==> config.mk <==
export PLATFORM = sky130hd
export DESIGN_NAME = parking_state_controller
export DESIGN_NICKNAME = d
export VERILOG_FILES = /design/src/rtl/parking_state_controller.sv
export SDC_FILE = /design/constraint.sdc
export NUM_CORES = 1
export LEC_CHECK = 0
export BUFFER_PORTS_ARGS = -buffer_cell sky130_fd_sc_hd__buf_2
export CAP_MARGIN = 20
export CORE_UTILIZATION = 59
export DETAILED_ROUTE_END_ITERATION = 12
export GPL_TIMING_DRIVEN = 0
export PLACE_DENSITY = 0.82
export SYNTH_ARGS = -nofsm -noshare
export SYNTH_HDL_FRONTEND = slang
export SYNTH_SLANG_ARGS = --single-unit
==> constraint.sdc <==
create_clock -name clk -period 3.76 [get_ports clk]
set_clock_uncertainty 0.2 [all_clocks]
set_input_delay 0.188 -clock clk [delete_from_list [all_inputs] [get_ports clk]]
set_output_delay 0.188 -clock clk [all_outputs]
set_load 0.05 [all_outputs]
==> src/rtl/parking_state_controller.sv <==
// parking_state_controller: 4-slot occupancy FSM with exit-priority admission, timed gate and one-shot ack/err pulses
module parking_state_controller #(
  parameter int GATE_CYCLES = 8
) (
  input  logic       clk,
  input  logic       rst,
  input  logic       enter_req,
  input  logic       exit_req,
  input  logic [1:0] exit_slot,
  output logic [3:0] state,
  output logic       full,
  output logic [1:0] assigned_slot,
  output logic       gate_open,
  output logic       entry_ack,
  output logic       exit_ack,
  output logic       err
);
  typedef enum logic [1:0] {IDLE, ENTRY_GATE, EXIT_GATE, RELEASE} fsm_t;
  fsm_t       r_fsm, w_fsm_n;
  logic [3:0] r_occ, w_occ_n;
  logic [1:0] r_slot, w_slot_n, w_free;
  logic [7:0] r_cnt, w_cnt_n;
  logic       r_gate, w_gate_n, r_eack, w_eack_n, r_xack, w_xack_n, r_err, w_err_n;
  assign w_free = !r_occ[0] ? 2'd0 : !r_occ[1] ? 2'd1 : !r_occ[2] ? 2'd2 : 2'd3;
  always_comb begin
    w_fsm_n  = r_fsm;
    w_occ_n  = r_occ;
    w_slot_n = r_slot;
    w_cnt_n  = r_cnt;
    w_gate_n = r_gate;
    w_eack_n = 1'b0;
    w_xack_n = 1'b0;
    w_err_n  = 1'b0;
    case (r_fsm)
      IDLE: begin
        if (exit_req) begin
          if (r_occ[exit_slot]) begin
            w_occ_n[exit_slot] = 1'b0;
            w_xack_n = 1'b1;
            w_gate_n = 1'b1;
            w_cnt_n  = 8'd1;
            w_fsm_n  = EXIT_GATE;
          end else begin
            w_err_n = 1'b1;
            w_fsm_n = RELEASE;
          end
        end else if (enter_req) begin
          if (&r_occ) begin
            w_err_n = 1'b1;
            w_fsm_n = RELEASE;
          end else begin
            w_occ_n[w_free] = 1'b1;
            w_slot_n = w_free;
            w_eack_n = 1'b1;
            w_gate_n = 1'b1;
            w_cnt_n  = 8'd1;
            w_fsm_n  = ENTRY_GATE;
          end
        end
      end
      ENTRY_GATE, EXIT_GATE: begin
        if (r_cnt == 8'(GATE_CYCLES)) begin
          w_gate_n = 1'b0;
          w_cnt_n  = 8'd0;
          w_fsm_n  = RELEASE;
        end else begin
          w_cnt_n = r_cnt + 8'd1;
        end
      end
      RELEASE: w_fsm_n = (!enter_req && !exit_req) ? IDLE : RELEASE;
      default: w_fsm_n = IDLE;
    endcase
  end
  always_ff @(posedge clk) begin
    if (rst) begin
      r_fsm  <= IDLE;
      r_occ  <= 4'b0000;
      r_slot <= 2'd0;
      r_cnt  <= 8'd0;
      r_gate <= 1'b0;
      r_eack <= 1'b0;
      r_xack <= 1'b0;
      r_err  <= 1'b0;
    end else begin
      r_fsm  <= w_fsm_n;
      r_occ  <= w_occ_n;
      r_slot <= w_slot_n;
      r_cnt  <= w_cnt_n;
      r_gate <= w_gate_n;
      r_eack <= w_eack_n;
      r_xack <= w_xack_n;
      r_err  <= w_err_n;
    end
  end
  assign state         = r_occ;
  assign full          = &r_occ;
  assign assigned_slot = r_slot;
  assign gate_open     = r_gate;
  assign entry_ack     = r_eack;
  assign exit_ack      = r_xack;
  assign err           = r_err;
endmodule

# [Yosys cells after proc, flatten, opt, wreduce, memory -nomap -nowiden]
# Cells that the tools add are included.
[totals] regBits=20 output_inout_bits=11 word_cells=86
[classes] addsub=1 n_lt_le_gt_ge=4 n_eq_ne=10 muxes=38 bitwise_logic=7 n_reduce_logical=18
[op_table] operator="8-bit 2-to-1 mux" n=5
[op_table] operator="1-bit 2-to-1 mux" n=16
[op_table] operator="4-bit 2-to-1 mux" n=4
[op_table] operator="8-bit case mux with 2 select lines" n=1
[op_table] operator="4-bit AND reduction" n=4
[op_table] operator="2-bit 2-to-1 mux" n=7
[op_table] operator="3-bit inequality test, second input constant" n=3
[op_table] operator="8-bit by 1-bit adder with 8-bit output, second input constant" n=1
[op_table] operator="8-bit by 4-bit == test with 1-bit output, second input constant" n=1
[op_table] operator="2-bit by 3-bit < comparator with 1-bit output, second input constant" n=2
[op_table] operator="2-bit case mux with 3 select lines" n=1
[op_table] operator="5-bit AND reduction" n=1
[op_table] operator="4-bit bitwise AND" n=1
[op_table] operator="1-bit demux with 2-bit select" n=2
[op_table] operator="2-bit == test, second input constant" n=2
[op_table] operator="2-bit by 1-bit >= comparator with 1-bit output, second input constant" n=2
[op_table] operator="2-bit inequality test, second input constant" n=2
[op_table] operator="1-bit inverter" n=4
[op_table] operator="4-bit inverter" n=1
[op_table] operator="4-bit bitwise OR" n=1
[op_table] operator="2-bit nonzero test" n=2
[op_table] operator="2-bit OR reduction" n=2
[op_table] operator="4-bit OR reduction" n=1
[op_table] operator="1-bit logical AND" n=3
[op_table] operator="other kinds (8)" n=9

# [Depth between registers and ports, before layout]
[depth] depth_word=11 depth_mapped=8

# [Worst setup path before layout]
# Ideal clock, no wire load.
[synth_path] path_kind="register to register" startpoint="register r_occ[0] (netlist: state[0])" endpoint="register r_gate (netlist: gate_open)" setup_time_ps=128 t_arrival_ps=1908 t_required_ps=3432 path_slack_ps=1524 path_stages_with_launch=7 path_buffers=1 period_less_slack_ps=2236 cell_sequence="dfxtp_1 buf_2 mux2i_1 o22a_2 a21o_1 a2111oi_1 nor2_1"
[synth_via] elab_chain_cells=4 word_cells_on_any_way=6 classes_between="eq/ne: 2; mux: 2; reduce/logical: 2"
[synth_lines] element="start: declaration" line="20" text="logic [3:0] r_occ, w_occ_n;"
[synth_lines] element="start signal: assignment" line="86" text="r_occ <= w_occ_n;"
[synth_lines] element="1-bit binary-select mux with 2-bit select" line="37" text="if (r_occ[exit_slot]) begin"
[synth_lines] element="1-bit 2-to-1 mux (implied by the code)" line="37"
[synth_lines] element="3-bit inequality test (no line)"
[synth_lines] element="5-bit AND reduction (no line) (*)"
[synth_lines] element="end signal: assignment" line="89" text="r_gate <= w_gate_n;"
[synth_lines] element="end: declaration" line="23" text="logic r_gate, w_gate_n, r_eack, w_eack_n, r_xack, w_xack_n, r_err, w_err_n;"
# Mark *: on every way between the ends. The rest lies on a longest branch, timed or not. The select of a mux whose other input is x is not followed.
# A chain may end at the register's enable or synchronous reset.

# [Worst setup path after layout]
[layout_path] startpoint="register r_fsm[0]" endpoint="register r_cnt[7]"
[layout_via] elab_chain_cells=4 word_cells_on_any_way=10 classes_between="eq/ne: 5; mux: 1; reduce/logical: 4"
[layout_lines] element="start: declaration" line="19" text="fsm_t r_fsm, w_fsm_n;"
[layout_lines] element="start signal: assignment" line="85" text="r_fsm <= w_fsm_n;"
[layout_lines] element="2-bit by 1-bit == test with 1-bit output or 2-bit == test (tied branches)" line="34" text="case (r_fsm)"
[layout_lines] element="2-bit OR reduction" line="34"
[layout_lines] element="2-bit nonzero test (no line)"
[layout_lines] element="4-bit AND reduction (no line)"
[layout_lines] element="end signal: assignment" line="88" text="r_cnt <= w_cnt_n;"
[layout_lines] element="end: declaration" line="22" text="logic [7:0] r_cnt, w_cnt_n;"
# Parallel ways exist; a longest one is shown, timed or not.

==> results.py <==
metrics = {
    "cells_and_area": {
        "nNetsFinal": 166,
        "fin_cells": 179,
        "stdcell_area_um2": 1291,
        "antenna_cells": 0,
        "layout-drive-gt1-share": 0.1948,
        "syn2layout_area_growth_pct": 11.93,
    },
    "timing": {
        "tightest_slew_ps": 487.0,
        "fmax_ghz": 0.4760,
        "period_share": 0.5587,
        "setup_tns_ps": 0,
        "slew-limit-headroom": 0.6753,
        "maxSlewViolCount": 0,
        "rsz0062_at_grt": "no",
        "holdWs_ps": 61.86,
        "finalSetupViolCount": 0,
        "hold_viol_final": 0,
        "min_period_ps": 2101,
    },
    "synthesis": {
        "ys_seq_area_frac": 0.3471,
        "yosysWarningCount": 0,
        "syn_area_um2": 1154,
        "syn_nets": 147,
        "yosysUniqueCellTypes": 39,
        "synth.avg_cell_area_um2": 8.482,
        "synthCells": 136,
        "synth_seq_cells": 20,
    },
    "pwr": {
        "power_leakage_nw": 0.5662,
        "power_frac_comb": 0.507,
        "p_sw_mw": 0.3468,
        "fin_total_pwr_mw": 0.7866,
        "p_seq_frac": 0.332,
        "internal_power_mw": 0.4398,
        "worst_ir_drop_vdd_v": 0.0004041,
        "switching_share": 0.4409,
        "power_density_nw_per_um2": 609.2,
        "p_clk_frac": 0.161,
    },
    "hold_path": {
        "hold_class": "input pin to flop",
        "min_from": "exit_req",
    },
    "setup_path": {
        "worstPathArrival_ps": 2100,
        "start_kind": "flop",
        "worst-setup-path-type": "flop to flop",
        "crit_path_end_kind": "flop",
        "crit_required_ps": 3760,
        "r2r_start": "r_fsm[0]$_SDFFE_PP0P_",
        "worstSetupStartpoint": "r_fsm[0]$_SDFFE_PP0P_",
        "cp_max_fo": 10,
    },
    "clock_network": {
        "cts_resized": 0,
        "root_buffer": "clkbuf_4",
        "cts_made_buffers": 3,
        "htree_levels": 1,
        "cts.sinks": 20,
        "cts_tree": "built",
        "postCtsHoldBufs": 0,
        "ctsLongestPathBuffers": 2,
        "post_cts_buffers": 0,
        "clk_latency_ps": 300,
        "path_clk_slew_ps": 120,
    },
    "placed_design": {
        "place.port_buffers": 14,
        "dpl_cell_area_um2": 1255,
        "dp.cells": 175,
        "gp_congestion": 0.8688,
        "dp_hpwl_um": 1823,
    },
    "floorplanning": {
        "die_h_um": 46.22,
        "rows": 15,
        "fp.dieArea_um2": 2136,
        "pin_count": 17,
        "die_w_um": 46.22,
        "core_area_um2": 1783,
        "initial_core_util": 0.6470,
    },
    "global_routing": {
        "antenna_found_initial": 0,
        "grt_pass1_vias": 896,
        "grt_max_degree": 12,
        "grt_usage": 0.2593,
        "globalRouteOverflowTotal": 0,
        "grt_pass1_wl_um": 3988,
    },
    "route": {
        "dr_total_vias": 1069,
        "drc": 0,
        "ant_nets": 0,
        "initialDrtViolationCount": 26,
        "wl_per_cell_um": 13.62,
        "wl_um": 2438,
        "dr.pass1.iters": 4,
        "vias_per_cell": 5.972,
    },
    "run_status": {
        "status": "finished, final reports clean",
    },
    "run": {
        "maxCapViolations": 0,
    },
}
-- path summary, 6_finish.rpt --
kind	end	slack, ps	cells past startpoint
max	r_cnt[7]$_SDFFE_PP0P_	1660	8
min	err$_SDFF_PP0_	60	3
max reg2reg	r_cnt[7]$_SDFFE_PP0P_	1660	8
min reg2reg	assigned_slot[1]$_SDFFE_PP0P_	270	2
-- power groups by stage --
stage	Sequential (mW)	Clock [mW]	Combinational, mW
4_1_cts	0.262	0.126	0.396
6_report	0.261	0.126	0.399
2_1_floorplan	0.313	0	0.270
3_5_place_dp	0.267	0	0.394
5_1_grt	0.264	0.135	0.440
3_3_place_gp	0.265	0	0.383
-- logic make-up (layout without fill, tap and decap cells) --
kind of cell / Yosys count / in the layout / share of synthesized area
AND/OR/NAND/NOR: 51 / 51 / 0.2278
flip-flops: 20 / 20 / 0.3471
adder cells (fa/ha/maj): 5 / 5 / 0.05423
AO/OA/AOI/OAI: 41 / 41 / 0.2820
buffers and inverters: 16 / 34 / 0.06182
multiplexers: 3 / 3 / 0.02711
-- state kept, by name, summed over array words and instances (netlist names) --
name and cells:
err 1, state 4, entry_ack 1, gate_open 1
r_cnt 8, r_fsm 2, assigned_slot 2, exit_ack 1
-- metrics by stage --
stage                     setup slack [ps]  utilization
after global placement                1700       0.7039
after detailed placement              1670       0.7039
final                                 1659       0.7242
after global routing                  1558       0.7242
after floorplan                       1524            -
after CTS                             1654       0.7242
-- layout make-up --
class,count,area (um^2)
multi-input cells,100,681.9
fillers,153,491.7
flip-flops and latches,20,400.4
repair buffers,14,70.07
inverters,10,37.54
clock buffers,4,36.28
plain buffers,6,33.78
well taps,25,31.28
-- cell usage after synthesis, drive strengths merged --
cell     instances  area share
a2111oi          1      0.0087
a211oi           1      0.0065
a21o             1      0.0065
a21oi            7       0.030
a221oi           2       0.015
a32o             6       0.052
a41oi            2       0.015
and2             2       0.011
and3             4       0.023
buf              4       0.023
clkbuf           2      0.0065
dfxtp           20        0.35
ha               5       0.054
inv             10       0.033
mux2             1      0.0098
mux2i            2       0.017
nand2           15       0.051
nand2b           2       0.011
nand3            1      0.0043
nand4            2       0.011
nor2            14       0.046
nor2b            2       0.011
nor3             2      0.0087
nor3b            5       0.033
o211a            1      0.0087
o211ai           1      0.0065
o21a             2       0.013
o21ai           11       0.061
o221ai           1       0.023
o22a             1      0.0087
o2bb2ai          1      0.0076
o31ai            3       0.020
or3b             1      0.0076
or4b             1       0.012
-- routing by layer --
metal	track usage	vias to the layer above	routed length, um
li1	-	535	-
met1	0.3652	493	1196
met2	0.3831	35	1079
met3	0.04706	6	124
met4	0.1118	0	37
met5	0	-	0
-- critical path, cell delays in order (launching register included) --
cell	delay, ps
dfxtp_1	350
inv_1	70
ha_1	330
o21a_1	190
nand2_2	150
o221ai_4	180
and2_1	190
buf_6	130
a32o_1	210
-- layout by cell type (no fill, tap or decap), drive strengths merged --
cell type and n:
clkbuf 6, nand4 2, nand3 1, inv 10, dfxtp 20, and3 4, nor2 14, a221oi 2
o211a 1, or4b 1, o22a 1, nor2b 2, a32o 6, ha 5, o211ai 1, o21a 2
and2 2, a21oi 7, mux2 1, nand2 15, nor3 2, buf 18, o2bb2ai 1, a2111oi 1
a41oi 2, nand2b 2, o221ai 1, o31ai 3, a21o 1, nor3b 5, mux2i 2, o21ai 11
a211oi 1, or3b 1
(Power assumes the default switching activity.)
